<file path="config.mk">
export PLATFORM = sky130hd
export DESIGN_NAME = instr_fetch
export DESIGN_NICKNAME = d
export VERILOG_FILES = /design/src/rtl/core_pkg.sv /design/src/rtl/instr_fetch_fetch_queue.sv /design/src/rtl/instr_fetch.sv
export SDC_FILE = /design/constraint.sdc
export NUM_CORES = 1
export LEC_CHECK = 0
export BUFFER_PORTS_ARGS = -buffer_cell sky130_fd_sc_hd__buf_2
export CAP_MARGIN = 20
export CORE_AREA = 5 5 73 75
export CTS_CLUSTER_DIAMETER = 100
export DETAILED_ROUTE_END_ITERATION = 7
export DIE_AREA = 0 0 78 80
export PLACE_DENSITY_LB_ADDON = 0.3
export SYNTH_ARGS = -nofsm -noshare
export SYNTH_HDL_FRONTEND = slang
export SYNTH_HIERARCHICAL = 1
export SYNTH_SLANG_ARGS = --single-unit
</file>
<file path="constraint.sdc">
create_clock -name clk -period 3.08 [get_ports clk]
set_clock_uncertainty 0.05 [all_clocks]
set_input_delay 0.616 -clock clk [delete_from_list [all_inputs] [get_ports clk]]
set_output_delay 0.616 -clock clk [all_outputs]
set_load 0.005 [all_outputs]
</file>
<file path="src/rtl/core_pkg.sv">
// Shared definitions for the 8-bit core: widths, instruction field slices,
// opcodes, the fetch-queue entry layout and the fetch FSM state type.
package core_pkg;

  localparam int ADDR_W  = 8;
  localparam int INSTR_W = 8;

  localparam int OP_MSB = 7;
  localparam int OP_LSB = 6;
  localparam int RS_MSB = 5;
  localparam int RS_LSB = 4;
  localparam int RT_MSB = 3;
  localparam int RT_LSB = 2;
  localparam int RD_MSB = 1;
  localparam int RD_LSB = 0;

  localparam logic [1:0] OP_ALU    = 2'b00;
  localparam logic [1:0] OP_LOAD   = 2'b01;
  localparam logic [1:0] OP_STORE  = 2'b10;
  localparam logic [1:0] OP_BRANCH = 2'b11;

  typedef struct packed {
    logic [ADDR_W-1:0]  pc;
    logic [INSTR_W-1:0] instr;
  } fetch_entry_t;

  typedef enum logic {
    FS_IDLE  = 1'b0,
    FS_FETCH = 1'b1
  } fetch_state_t;

  function automatic logic [1:0] instr_op(input logic [INSTR_W-1:0] instr);
    return instr[OP_MSB:OP_LSB];
  endfunction

  function automatic logic [1:0] instr_rs(input logic [INSTR_W-1:0] instr);
    return instr[RS_MSB:RS_LSB];
  endfunction

  function automatic logic [1:0] instr_rt(input logic [INSTR_W-1:0] instr);
    return instr[RT_MSB:RT_LSB];
  endfunction

  function automatic logic [1:0] instr_rd(input logic [INSTR_W-1:0] instr);
    return instr[RD_MSB:RD_LSB];
  endfunction

endpackage

</file>
<file path="src/rtl/instr_fetch_fetch_queue.sv">
// DEPTH-entry synchronous FIFO holding fetched {pc, instr} entries; the head
// is presented straight from registered storage.
module fetch_queue #(
  parameter int DEPTH = 2,
  parameter int WIDTH = 16
) (
  input  logic                     clk,
  input  logic                     rst_n,
  input  logic                     i_push,
  input  logic                     i_pop,
  input  logic                     i_flush,
  input  logic [WIDTH-1:0]         i_data,
  output logic [WIDTH-1:0]         o_head,
  output logic                     o_valid,
  output logic [$clog2(DEPTH):0]   o_count
);

  localparam int PTR_W = $clog2(DEPTH);
  localparam int CNT_W = PTR_W + 1;

  logic [WIDTH-1:0] r_mem [DEPTH];
  logic [PTR_W-1:0] r_wr_ptr;
  logic [PTR_W-1:0] r_rd_ptr;
  logic [CNT_W-1:0] r_count;

  // Flush wins over push and pop; storage is not cleared since count gates validity.
  always_ff @(posedge clk or negedge rst_n) begin
    if (!rst_n) begin
      for (int i = 0; i < DEPTH; i++) begin
        r_mem[i] <= '0;
      end
      r_wr_ptr <= '0;
      r_rd_ptr <= '0;
      r_count  <= '0;
    end else if (i_flush) begin
      r_wr_ptr <= '0;
      r_rd_ptr <= '0;
      r_count  <= '0;
    end else begin
      if (i_push) begin
        r_mem[r_wr_ptr] <= i_data;
        r_wr_ptr        <= r_wr_ptr + PTR_W'(1);
      end
      if (i_pop) begin
        r_rd_ptr <= r_rd_ptr + PTR_W'(1);
      end
      case ({i_push, i_pop})
        2'b10:   r_count <= r_count + CNT_W'(1);
        2'b01:   r_count <= r_count - CNT_W'(1);
        default: r_count <= r_count;
      endcase
    end
  end

  assign o_head  = r_mem[r_rd_ptr];
  assign o_valid = (r_count != '0);
  assign o_count = r_count;

endmodule

</file>
<file path="src/rtl/instr_fetch.sv">
// Instruction-fetch initiator: owns the PC, drives the instruction-memory
// address, queues fetched instructions and handles execute redirects.
module instr_fetch #(
  parameter int ADDR_W                = core_pkg::ADDR_W,
  parameter int INSTR_W               = core_pkg::INSTR_W,
  parameter int DEPTH                 = 2,
  parameter logic [ADDR_W-1:0] RESET_PC = '0
) (
  input  logic                     clk,
  input  logic                     rst_n,
  input  logic                     fetch_en,
  output logic [ADDR_W-1:0]        Read_Address,
  input  logic [INSTR_W-1:0]       instruction,
  input  logic                     redirect_valid,
  input  logic [ADDR_W-1:0]        redirect_pc,
  output logic                     out_valid,
  input  logic                     out_ready,
  output logic [INSTR_W-1:0]       out_instr,
  output logic [ADDR_W-1:0]        out_pc,
  output logic [$clog2(DEPTH):0]   q_count
);

  import core_pkg::*;

  localparam int CNT_W   = $clog2(DEPTH) + 1;
  localparam int ENTRY_W = ADDR_W + INSTR_W;
  localparam logic [CNT_W-1:0] FULL_COUNT = CNT_W'(DEPTH);

  fetch_state_t       r_state;
  fetch_state_t       w_next_state;
  logic [ADDR_W-1:0]  r_pc;
  logic               w_fetching;
  logic               w_full;
  logic               w_pop;
  logic               w_push;
  logic               w_valid;
  logic [ENTRY_W-1:0] w_head;
  logic [CNT_W-1:0]   w_count;

  always_ff @(posedge clk or negedge rst_n) begin
    if (!rst_n) begin
      r_state <= FS_IDLE;
    end else begin
      r_state <= w_next_state;
    end
  end

  always_comb begin
    w_next_state = fetch_en ? FS_FETCH : FS_IDLE;
  end

  always_comb begin
    w_fetching = (r_state == FS_FETCH);
  end

  // A full queue can still accept a push when the head leaves on the same edge.
  assign w_full = (w_count == FULL_COUNT);
  assign w_pop  = w_valid & out_ready;
  assign w_push = w_fetching & fetch_en & ~redirect_valid & (~w_full | w_pop);

  always_ff @(posedge clk or negedge rst_n) begin
    if (!rst_n) begin
      r_pc <= RESET_PC;
    end else if (redirect_valid) begin
      r_pc <= redirect_pc;
    end else if (w_push) begin
      r_pc <= r_pc + ADDR_W'(1);
    end
  end

  fetch_queue #(
    .DEPTH (DEPTH),
    .WIDTH (ENTRY_W)
  ) u_fetch_queue (
    .clk     (clk),
    .rst_n   (rst_n),
    .i_push  (w_push),
    .i_pop   (w_pop),
    .i_flush (redirect_valid),
    .i_data  ({r_pc, instruction}),
    .o_head  (w_head),
    .o_valid (w_valid),
    .o_count (w_count)
  );

  assign Read_Address = r_pc;
  assign out_valid    = w_valid;
  assign out_pc       = w_head[ENTRY_W-1:INSTR_W];
  assign out_instr    = w_head[INSTR_W-1:0];
  assign q_count      = w_count;

endmodule

</file>
==> reports/results.txt, run 1 <==
status - complete, no violations
num rows - 25
Clk pin slew, worst setup/hold paths - 0.08 ns
clk_lat worst skew - 0.29 ns
via count - 1410
Arr. time, crit path - 2.57 ns
total CTS buffers - 5
Critical Path Source - u_fetch_queue/o_count[0]$_DFFE_PN0P_
Post-Place Cells - 249
routed length per instance - 17.1 um
Yosys reg bits - 45
CP endpoint kind - register
Worst Setup EP - u_fetch_queue/r_mem[26]$_DFFE_PN0P_
clock buffer depth - 2
initial antenna violation count - 0
Fin. Hold Viols - 0
Power Dens Cells - 719 nW/um2
Least-Margin Pin Slew - 0.771 ns
top cells by area, synth - dfrtp_1, mux2_2, mux2_4
Clock Power Share - 0.201
first-pass GRT wire length - 7430 um
Mapped Avg Cell Area - 14.3 um2
Peak supply drop - 0.000339 V
DRT iter0 DRCs - 56
# hold bufs at CTS - 0
gr ovfl total - 0
cell area after synthesis - 2190 um2
most frequent cells after synthesis - dfrtp_1, mux2_2, mux2_4
# nets final - 225
Switching Fraction - 0.293
Stages on worst setup path - 7
1st-pass router iterations - 4
clk root buf - clkbuf_8
R2R depth - 7
Die Wd - 78 um
critical path's slowest cell - a311o_1
crit path max fanout - 16
Switch Pwr - 537 uW
setup violators final - 0
I/O Pins - 48
reg2reg end - u_fetch_queue/r_mem[26]$_DFFE_PN0P_
largest area contributor in the netlist - dfrtp_1
total track usage - 0.150
Resized Gates After CTS - 0
Worst path max stage delay - 0.57 ns
Starting Density - 0.477
TNS Setup - 0 ns
ys async rst share - 1.00
Finished Layout Cells - 257
Max Clock Freq - 0.409 GHz
core outline area - 4600 um2
final wirelength - 4410 um
Critical Path Start Type - register
Max H-tree Level - 2
Net Count, Synth - 176
fraction of layout cells with a size suffix above 1 - 0.552
Unique masters post-synth - 28
Int Pwr - 1300 uW
Post-synth EDFFs - 0
final max-slew violation count - 0
antenna diode count - 0
Die Span Y - 80 um
top-count cell post-synth - dfrtp_1
internal reg-to-reg setup slack - 0.64 ns
Port Buffers - 47
Reg-to-Reg Start - u_fetch_queue/o_count[0]$_DFFE_PN0P_
crit-path cells - or2_2, nand2_1, a311o_1, inv_12, nor3b_4, buf_4, mux2_2
Final GP Congestion - 0.796
DRC viols - 0
Hold WC Path Type - in -> async
Synth top area share - 0.513
Syn-to-layout area delta - 16.2%
LEAKAGE - 0.00126 uW
dominant synthesized flop cell - dfrtp_1
worst setup path class - reg -> reg
DR vias/cell - 5.49
Syn. warnings - 6
buffer count from post-CTS setup fixing - 0
CTS tree - done
worst path buffer plus inverter count - 2
vias in the first global route - 1496
Synth Instances - 154
largest net degree at the start of global routing - 46
combinational fraction of design power - 0.323
period utilization - 0.793
detailed placement HPWL - 3090 um
Clock Sinks - 45
Die ar. - 6240 um2
RSZ-0062 raised after global routing - no
max_slew headroom - 0.486
Top Family by Delay on Critical Path - compound AO/OA/AOI/OAI gates
Data required, critical path - 3.21 ns
sequential power share - 0.477
Tmin final - 2.44 ns
Seq/Total Area, Yosys - 0.513
DRT antenna net count - 0
max capacitance violation total - 0
==> final cells by class <==
cell class	count	area, um2
Timing Repair Buffer	49	263
Inverter	4	27.5
Multi-Input combinational cell	98	976
Clock inverter	1	7.51
Clock buffer	6	82.6
Fill cell	385	2050
Sequential cell	45	1130
Tap cell	54	67.6
==> worst min-delay path by stage <==
| stage | start | to | depth (start not counted) |
|---|---|---|---|
| 3_5_place_dp | u_fetch_queue/r_mem[25]$_DFFE_PN0P_ | u_fetch_queue/r_mem[25]$_DFFE_PN0P_ | 1 |
| 5_1_grt | rst_n | u_fetch_queue/r_mem[4]$_DFFE_PN0P_ | 1 |
| 4_1_cts | fetch_en | r_state$_DFF_PN0_ | 1 |
| 2_1_floorplan | rst_n | Read_Address[0]$_DFFE_PN0P_ | 0 |
| 3_3_place_gp | u_fetch_queue/r_mem[5]$_DFFE_PN0P_ | u_fetch_queue/r_mem[5]$_DFFE_PN0P_ | 1 |
| 6_report | rst_n | u_fetch_queue/r_mem[20]$_DFFE_PN0P_ | 1 |
==> flip-flops by register name, indices dropped and copies added, names as in the netlist <==
signal,flops
u_fetch_queue/r_rd_ptr,1
Read_Address,8
u_fetch_queue/r_mem,32
r_state,1
u_fetch_queue/o_count,2
u_fetch_queue/r_wr_ptr,1
==> metal layers <==
metal	global-route usage	up-vias	routed length, um
met1	0.189	705	1930
met4	0.0456	0	53
li1	-	657	-
met3	0.0406	7	249
met2	0.252	41	2180
met5	0	-	0
==> cells in the final DEF, fill, tap and decap left out, types with 4 or more instances in the layout <==
master / synthesis / final
a221o_1: 6 / 6
buf_2: 3 / 47
clkbuf_8: 0 / 6
dfrtp_1: 45 / 45
mux2_2: 38 / 38
mux2_4: 13 / 13
mux2i_1: 4 / 4
nand2_1: 5 / 5
nand3_1: 4 / 4
nor2_1: 4 / 4
nor3_1: 4 / 4
nor3b_1: 4 / 4
==> power by group through the flow <==
stage | clock network [uW] | registers [uW] | logic, uW
after floorplan | 0 | 820 | 422
after global placement | 0 | 873 | 575
after detailed placement | 0 | 888 | 592
after CTS | 380 | 878 | 597
after global routing | 400 | 900 | 647
final | 367 | 874 | 592
==> metrics by stage <==
step / power (uW) / utilization / hold slack (ns) / instance area (um2) / setup slack [ns]
global placement: 1450 / 0.531 / 0.431 / 2440 / 0.533
CTS: 1860 / 0.550 / 0.388 / 2530 / 0.641
detailed placement: 1480 / 0.531 / 0.442 / 2440 / 0.483
finish: 1830 / 0.555 / 0.188 / 2550 / 0.637
floorplan: 1240 / - / 0.270 / 2190 / 0.725
global route: 1950 / 0.555 / 0.224 / 2550 / 0.499
==> kinds of logic (layout without fill, tap and decap cells) <==
family | after synthesis | in the layout | share of synthesized area
xor gates and xnor gates | 4 | 4 | 0.0160
adders and majority gates | 1 | 1 | 0.00570
AOI/OAI and AO/OA | 10 | 10 | 0.0399
DFF | 45 | 45 | 0.513
and+or+nand+nor | 28 | 28 | 0.0810
muxes | 55 | 55 | 0.302
buffers and inverters | 11 | 60 | 0.0422
Power figures use the tool's default switching activity.
==> inputs of run 2 (changes only) <==
--- a/config.mk
+++ b/config.mk
@@ -7,10 +7,10 @@
 export LEC_CHECK = 0
 export BUFFER_PORTS_ARGS = -buffer_cell sky130_fd_sc_hd__buf_2
 export CAP_MARGIN = 20
-export CORE_AREA = 5 5 73 75
+export CORE_AREA = 5 5 74 76
 export CTS_CLUSTER_DIAMETER = 100
 export DETAILED_ROUTE_END_ITERATION = 7
-export DIE_AREA = 0 0 78 80
+export DIE_AREA = 0 0 79 81
 export PLACE_DENSITY_LB_ADDON = 0.3
 export SYNTH_ARGS = -nofsm -noshare
 export SYNTH_HDL_FRONTEND = slang
==> constraint.sdc (replaced) <==
create_clock -name clk -period 2 [get_ports clk]
set_clock_uncertainty 0.05 [all_clocks]
set_input_delay 0.4 -clock clk [delete_from_list [all_inputs] [get_ports clk]]
set_output_delay 0.4 -clock clk [all_outputs]
set_load 0.005 [all_outputs]
==> reports/results.txt, run 2 (synthesis gave the netlist of run 1 again) <==
Die ar. - 6400 um2
Max Clock Freq - 0.500 GHz
RSZ-0062 raised after global routing - yes
combinational fraction of design power - 0.354
sequential power share - 0.417
Die Span Y - 81 um
Clock Power Share - 0.229
DRT iter0 DRCs - 29
most common cell after layout, fill and taps aside - buf_2
total track usage - 0.157
# nets final - 242
largest net degree at the start of global routing - 24
antenna diode count - 0
Fin. Hold Viols - 0
fraction of layout cells with a size suffix above 1 - 0.597
initial antenna violation count - 0
hold_ws - 0.0409 ns
Die Wd - 79 um
DRT antenna net count - 0
crit-path cells - buf_6, a311o_1, buf_6, inv_12, nor3b_4, buf_6, buf_12, mux2_2
clk_lat worst skew - 0.29 ns
total CTS buffers - 5
Hold WC Path Type - in -> async
Switch Pwr - 869 uW
detailed placement HPWL - 3350 um
CP most frequent cell - buf_6
Clk pin slew, worst setup/hold paths - 0.08 ns
1st-pass router iterations - 4
crit path max fanout - 5
Syn-to-layout area delta - 27.8%
DR vias/cell - 5.39
Data required, critical path - 2.13 ns
first-pass GRT wire length - 7690 um
Least-Margin Pin Slew - 0.568 ns
Post-Place Cells - 258
Largest register FFs - 32
Area after DPL - 2540 um2
Biggest register - u_fetch_queue/r_mem
CTS tree - done
core outline area - 4660 um2
gr ovfl total - 0
Switching Fraction - 0.280
critical path's slowest cell - dfrtp_1
I/O Pins - 48
R2R depth - 8
vias in the first global route - 1559
via count - 1483
final wirelength - 4900 um
setup violators final - 0
Worst path max stage delay - 0.40 ns
period utilization - 0.999
Max H-tree Level - 2
max_slew headroom - 0.622
max capacitance violation total - 0
fillcell total - 375
Final GP Congestion - 0.863
Peak supply drop - 0.000475 V
LEAKAGE - 0.00142 uW
reg2reg end - u_fetch_queue/r_mem[25]$_DFFE_PN0P_
most frequent cells in the layout - buf_2, dfrtp_1, mux2_2
Critical Path Start Type - register
Tmin final - 2.00 ns
Arr. time, crit path - 2.13 ns
worst path buffer plus inverter count - 5
Post-Layout Inst Area - 2810 um2
status - complete, no violations
Finished Layout Cells - 275
DRC viols - 0
final max-slew violation count - 0
clock buffer depth - 2
internal reg-to-reg setup slack - 0.002 ns
Port Buffers - 47
# hold bufs at CTS - 0
num rows - 25
worst setup path class - reg -> reg
CP endpoint kind - register
Power Dens Cells - 1110 nW/um2
clk root buf - clkbuf_8
routed length per instance - 17.8 um
Top Family by Delay on Critical Path - buffers and inverters
Clock Sinks - 45
Int Pwr - 2230 uW
Reg-to-Reg Start - u_fetch_queue/o_count[1]$_DFFE_PN0P_
Starting Density - 0.471
==> run 2: cell types whose count changed in the layout (fill, tap and decap cells not counted), sizes merged <==
cell	previous run	this run
buf	49	65
bufinv	0	1
clkbuf	6	7
clkinvlp	1	0
nand3b	1	2
==> run 2: final cells by class <==
cell class	count	area, um2	share of cell area
Timing Repair Buffer	65	442	0.157
Clock inverter	1	30.0	0.0107
Tap cell	54	67.6	0.0241
Clock buffer	7	86.3	0.0308
Sequential cell	45	1130	0.401
Multi-Input combinational cell	99	1030	0.366
Inverter	4	27.5	0.00981
==> run 2: how the worst max path moves through the flow <==
stage	start	to	slack, ns	cells past startpoint
2_1_floorplan	u_fetch_queue/o_count[0]$_DFFE_PN0P_	u_fetch_queue/r_mem[16]$_DFFE_PN0P_	-0.25	9
3_3_place_gp	u_fetch_queue/o_count[1]$_DFFE_PN0P_	u_fetch_queue/r_mem[16]$_DFFE_PN0P_	0.006	8
3_5_place_dp	u_fetch_queue/o_count[1]$_DFFE_PN0P_	u_fetch_queue/r_mem[20]$_DFFE_PN0P_	-0.11	8
4_1_cts	u_fetch_queue/o_count[1]$_DFFE_PN0P_	u_fetch_queue/r_mem[10]$_DFFE_PN0P_	0.0006	8
5_1_grt	u_fetch_queue/o_count[0]$_DFFE_PN0P_	u_fetch_queue/r_mem[25]$_DFFE_PN0P_	-0.05	9
6_report	u_fetch_queue/o_count[1]$_DFFE_PN0P_	u_fetch_queue/r_mem[25]$_DFFE_PN0P_	0.002	8
==> run 2: per-stage QoR <==
step	power, uW	worst slack [ns]	setup TNS (ns)	utilization
floorplan	1930	-0.248	-3.31	-
global placement	2280	0.00640	0	0.544
finish	3100	0.00171	0	0.602
detailed placement	2330	-0.112	-1.44	0.544
global route	3260	-0.0479	-0.395	0.602
CTS	3110	0.000639	0	0.593
==> run 2: worst register-to-register path, stage by stage, from the launching register on <==
cell and delay [ns]:
dfrtp_1 0.40, buf_6 0.13, a311o_1 0.32, buf_6 0.15, inv_12 0.05, nor3b_4 0.21
buf_6 0.15, buf_12 0.11, mux2_2 0.33
==> run 2: repair_timing <==
| action | CTS | global route |
|---|---|---|
| cloned | 1 | 1 |
| endpoints found under the setup margin | 18 | 33 |
| setup buffers | 7 | 0 |
| gates resized for setup | 9 | 6 |
| pin swaps | 1 | 0 |
==> run 2: layer usage <==
metal,wire [um],vias to the layer above,share of wire,GRT usage
met5,0,-,0,0
met4,51,0,0.010,0.0498
met3,255,6,0.052,0.0421
met2,2520,37,0.51,0.284
met1,2070,743,0.42,0.181
li1,-,697,-,-
==> run 2: power by group through the flow <==
stage,combinational (uW),sequential [uW],clock [uW]
detailed placement,1020,1310,0
global placement,994,1290,0
CTS,1100,1290,724
finish,1100,1290,710
floorplan,662,1260,0
global route,1190,1320,752
